===== src/rtl/mips_pkg.sv =====
// ============================================================================
// mips_pkg
// Shared encodings and constants for the MIPS pipeline fetch logic.
// Revision: 1.0
// ============================================================================
`default_nettype none

package mips_pkg;

  typedef enum logic [1:0] {
    PC_SRC_SEQ = 2'b00,
    PC_SRC_BR  = 2'b01,
    PC_SRC_J   = 2'b10,
    PC_SRC_JR  = 2'b11
  } pc_src_e;

  localparam logic [31:0] NOP_INSTR        = 32'h0000_0000;
  localparam logic [31:0] RESET_PC_DEFAULT = 32'h0040_0000;

endpackage

`default_nettype wire


===== src/rtl/sat_counter.sv =====
// ============================================================================
// sat_counter
// Enable-driven up counter that sticks at all-ones instead of wrapping.
// Revision: 1.0
// ============================================================================
`default_nettype none

module sat_counter #(
  parameter int W = 16
) (
  input  logic         clk,
  input  logic         rst_n,
  input  logic         i_en,
  output logic [W-1:0] o_count
);

  logic [W-1:0] r_count;

  always_ff @(posedge clk or negedge rst_n) begin
    if (!rst_n) begin
      r_count <= '0;
    end else if (i_en && (r_count != {W{1'b1}})) begin
      r_count <= r_count + 1'b1;
    end
  end

  assign o_count = r_count;

endmodule

`default_nettype wire


===== src/rtl/if_stage.sv =====
// ============================================================================
// if_stage
// MIPS instruction fetch: PC register, next-PC select, IF/ID register and
// saturating stall/flush event counters.
// Revision: 1.0
// ============================================================================
`default_nettype none

module if_stage
  import mips_pkg::*;
#(
  parameter logic [31:0] RESET_PC = RESET_PC_DEFAULT,
  parameter int          CNT_W    = 16
) (
  input  logic             clk,
  input  logic             reset,
  input  logic             PC_write_i,
  input  logic             IFID_write_i,
  input  logic             IFID_flush_i,
  input  logic [1:0]       pc_src_i,
  input  logic [31:0]      branch_target_i,
  input  logic [25:0]      jump_index_i,
  input  logic [31:0]      jr_target_i,
  input  logic [31:0]      instr_i,
  output logic [31:0]      pc_o,
  output logic [31:0]      ifid_instr_o,
  output logic [31:0]      ifid_pc4_o,
  output logic             ifid_valid_o,
  output logic [CNT_W-1:0] stall_cnt_o,
  output logic [CNT_W-1:0] flush_cnt_o
);

  logic [31:0] r_pc;
  logic [31:0] r_ifid_instr;
  logic [31:0] r_ifid_pc4;
  logic        r_ifid_valid;
  logic [31:0] w_pc4;
  logic [31:0] w_next_pc;
  logic        w_flush_take;

  assign w_pc4 = r_pc + 32'd4;

  // The jump region comes from the j/jal's own PC+4, which sits in IF/ID.
  always_comb begin
    w_next_pc = w_pc4;
    case (pc_src_e'(pc_src_i))
      PC_SRC_SEQ: w_next_pc = w_pc4;
      PC_SRC_BR:  w_next_pc = branch_target_i;
      PC_SRC_J:   w_next_pc = {r_ifid_pc4[31:28], jump_index_i, 2'b00};
      PC_SRC_JR:  w_next_pc = jr_target_i;
      default:    w_next_pc = w_pc4;
    endcase
  end

  always_ff @(posedge clk or negedge reset) begin
    if (!reset) begin
      r_pc <= RESET_PC;
    end else if (PC_write_i) begin
      r_pc <= w_next_pc;
    end
  end

  // A held IF/ID beats a flush so a stalled branch in ID survives.
  assign w_flush_take = IFID_write_i && !IFID_flush_i;

  always_ff @(posedge clk or negedge reset) begin
    if (!reset) begin
      r_ifid_instr <= NOP_INSTR;
      r_ifid_pc4   <= 32'd0;
      r_ifid_valid <= 1'b0;
    end else if (IFID_write_i) begin
      if (!IFID_flush_i) begin
        r_ifid_instr <= NOP_INSTR;
        r_ifid_pc4   <= 32'd0;
        r_ifid_valid <= 1'b0;
      end else begin
        r_ifid_instr <= instr_i;
        r_ifid_pc4   <= w_pc4;
        r_ifid_valid <= 1'b1;
      end
    end
  end

  sat_counter #(.W(CNT_W)) u_stall_cnt (
    .clk     (clk),
    .rst_n   (reset),
    .i_en    (!PC_write_i),
    .o_count (stall_cnt_o)
  );

  sat_counter #(.W(CNT_W)) u_flush_cnt (
    .clk     (clk),
    .rst_n   (reset),
    .i_en    (w_flush_take),
    .o_count (flush_cnt_o)
  );

  assign pc_o         = r_pc;
  assign ifid_instr_o = r_ifid_instr;
  assign ifid_pc4_o   = r_ifid_pc4;
  assign ifid_valid_o = r_ifid_valid;

endmodule

`default_nettype wire


===== config.mk =====
export PLATFORM = sky130hd
export DESIGN_NAME = if_stage
export DESIGN_NICKNAME = d
export VERILOG_FILES = /design/src/rtl/mips_pkg.sv /design/src/rtl/sat_counter.sv /design/src/rtl/if_stage.sv
export SDC_FILE = /design/constraint.sdc
export NUM_CORES = 1
export LEC_CHECK = 0
export CORE_ASPECT_RATIO = 0.75
export CORE_MARGIN = 4
export CORE_UTILIZATION = 49
export DETAILED_ROUTE_END_ITERATION = 10
export GPL_TIMING_DRIVEN = 0
export PLACE_DENSITY = 0.87
export SLEW_MARGIN = 10
export SYNTH_ARGS = -nofsm -noshare
export SYNTH_HDL_FRONTEND = slang
export SYNTH_SLANG_ARGS = --single-unit
export TNS_END_PERCENT = 20

===== constraint.sdc =====
create_clock -name clk -period 5 [get_ports clk]
set_input_delay 0.5 -clock clk [delete_from_list [all_inputs] [get_ports clk]]
set_output_delay 0.5 -clock clk [all_outputs]
set_load 0.05 [all_outputs]

==> run metrics <==
status finished, violations left; failing checks hold timing; max-cap violations 0; drt wl/cell 20.9 microns; crit path cell chain ha_1 -> nand2_1 -> nor3_1 -> nand3_1 -> o41ai_2 -> a22o_1; gr usage total 29.8%; CTS tree built; Area growth syn-to-layout 48.8%; worst slew pin tran 960 ps; post-CTS sizing 0; Post-Synthesis Cell Area 0.00700 sq mm; Critical Path Max Stage Delay 750 ps; synthesis-stage register bit count 129; Syn Inst Count 712; DIE AREA 0.0163 sq mm; Worst Setup Start Kind flip-flop; Yosys top cell by area dfrtp_1; FFs w/ async S/R, synth 100%; Final HPWL DP 17900 microns; Num CTS Buffers 17; CTS sink cnt 129; Synth Warn # 0; min Tclk post-route 2590 ps; H-tree depth 4; post-layout util 75.2%; largest net degree at the start of global routing 88; GRT Residual Overflow 0; gpl congestion 0.877; CTS Buffer Depth 2; type of the worst min-delay path input port to async pin; starting DRC count in detailed routing 631; site row count 37; pwr dens 389 mW/mm^2; I/O Buffers 254; first drt pass iteration count 5; largest cells by area after synthesis dfrtp_1 46%, o21ai_0 4.5%, nand3_1 4.4%; Remaining DRCs 0; n_diodes 0; Crit Path Max Fanout 7; post-synthesis sequential area ratio 46.1%; Pleak 4.27 nW; Syn Nets 844; Critical Path RT 5360 ps; design area 0.0104 sq mm; die extent in x 146 microns; Ports 258; Yosys top cell area share 45.8%; core area 0.0138 sq mm; clk root buf clkbuf_16; Hold Fails Final Rpt 6; Vias per Instance 5.92; Initial Utilization 50.6%; fin crit share 51.7%; fmax 387 MHz; Post-synth EDFFs 0; hold_buf cts 0; maximum VDD drop 0.531 mV; Clock Latency Late Sink 420 ps; number of global-route vias before repair 6912; Slowest-stage cell, CP nor3_1; Final setup viols 0; Top FF cell, synth dfrtp_1; pins over their slew limit 0; Unique masters post-synth 57; Worst setup EP type flip-flop; RSZ-0062 raised after global routing false; WS Path Type flip-flop to flip-flop; clock slew at reported path FFs 60 ps; number of nets with antenna violations after routing 0; Post-DP Area 0.00979 sq mm; buffers and inverters on the worst path 0; Post-layout nets 1118; first-pass GRT wire length 38400 microns; vias 6949; critical path arrival 2940 ps; initial antenna violation count 0; final WL 24500 microns; layout cells sized above 1 9.81%; Post-Syn Area per Cell 9.83 sq um; Die Y 111 microns; Slew headroom 36.0%; postcts setup bufs 0; Worst Hold Margin -7.18 ps; skew final 6.47 ps; dominant delay contributor by cell family on the critical path simple AND/OR/NAND/NOR gates
==> state kept, by name, indices dropped and copies added, names as in the netlist <==
register,cells
u_stall_cnt.o_count,16
u_flush_cnt.o_count,16
pc_o,32
ifid_pc4_o,32
ifid_valid_o,1
ifid_instr_o,32
==> power by group <==
| part | total [mW] | switching [mW] | leakage, nW | internal [mW] |
|---|---|---|---|---|
| clock | 1.30 | 0.477 | 0.302 | 0.824 |
| combinational | 1.37 | 0.853 | 2.32 | 0.519 |
| sequential | 1.37 | 0.182 | 1.65 | 1.19 |
==> final timing paths <==
check	from	to	slack [ps]	cells after the start
min	reset	u_flush_cnt.o_count[15]	-7	1
min in group clk	ifid_valid_o	ifid_valid_o	480	1
max in group asynchronous	reset	pc_o[22]	4230	2
max reg2reg	pc_o[2]	pc_o[26]	2410	6
min reg2reg	ifid_valid_o	ifid_valid_o	480	1
max	pc_o[2]	pc_o[26]	2410	6
==> cell usage in the layout (no fill, tap or decap), drive strengths merged, types with 10 or more instances in the layout <==
cell type	instances
clkdlybuf4s50	253
dfrtp	128
o21ai	63
clkbuf	62
nand3	61
inv	48
nand2	36
xnor2	34
a22o	27
nor2	25
mux2	23
nor2b	22
a31o	19
xor2	19
nand4	17
a21oi	16
nor3	12
a22oi	11
nor4	10
==> per-stage QoR <==
step	setup TNS (ps)	setup slack (ps)	hold WS, ps	std cells	power [mW]
global route	0	2260	9.95	1174	4.19
CTS	0	2460	3.95	1174	4.05
global placement	-220630	-1740	466	1141	2.72
detailed placement	0	2160	449	1142	2.74
finish	0	2410	-7.18	1174	4.04
floorplan	0	2490	204	712	2.17
==> metal layers <==
metal / vias up / global-route usage, % / share of wire [%]
met5: - / 0 / 0
met3: 53 / 8.30 / 10
met2: 422 / 47.6 / 47
met1: 3339 / 38.9 / 40
li1: 3135 / - / -
met4: 0 / 11.6 / 2.8
==> cell usage after synthesis (22+ instances only) <==
library cell,instances
clkbuf_1,42
mux2_2,23
xnor2_1,34
dfrtp_1,128
a22o_1,27
nor2_1,25
inv_1,47
o21ai_0,63
nor2b_1,22
nand3_1,61
nand2_1,35
==> cells by family after synthesis <==
group | count (synthesis) | share of synthesized area, %
AOI/OAI and AO/OA | 182 | 18.0
adders and majority gates | 3 | 0.536
DFF | 129 | 46.1
muxes | 35 | 6.67
buffers and inverters | 96 | 5.22
and+or+nand+nor | 214 | 16.8
xor gates and xnor gates | 53 | 6.63
==> final cells by class <==
class | count | area [sq um]
timing repair buffer | 255 | 2570
fill | 972 | 3430
buffer | 48 | 185
inverter | 48 | 180
clock inverter | 12 | 155
multi-input combinational | 487 | 3400
tap | 175 | 219
sequential | 129 | 3230
clock buffer | 20 | 467
(Power assumes the default switching activity.)
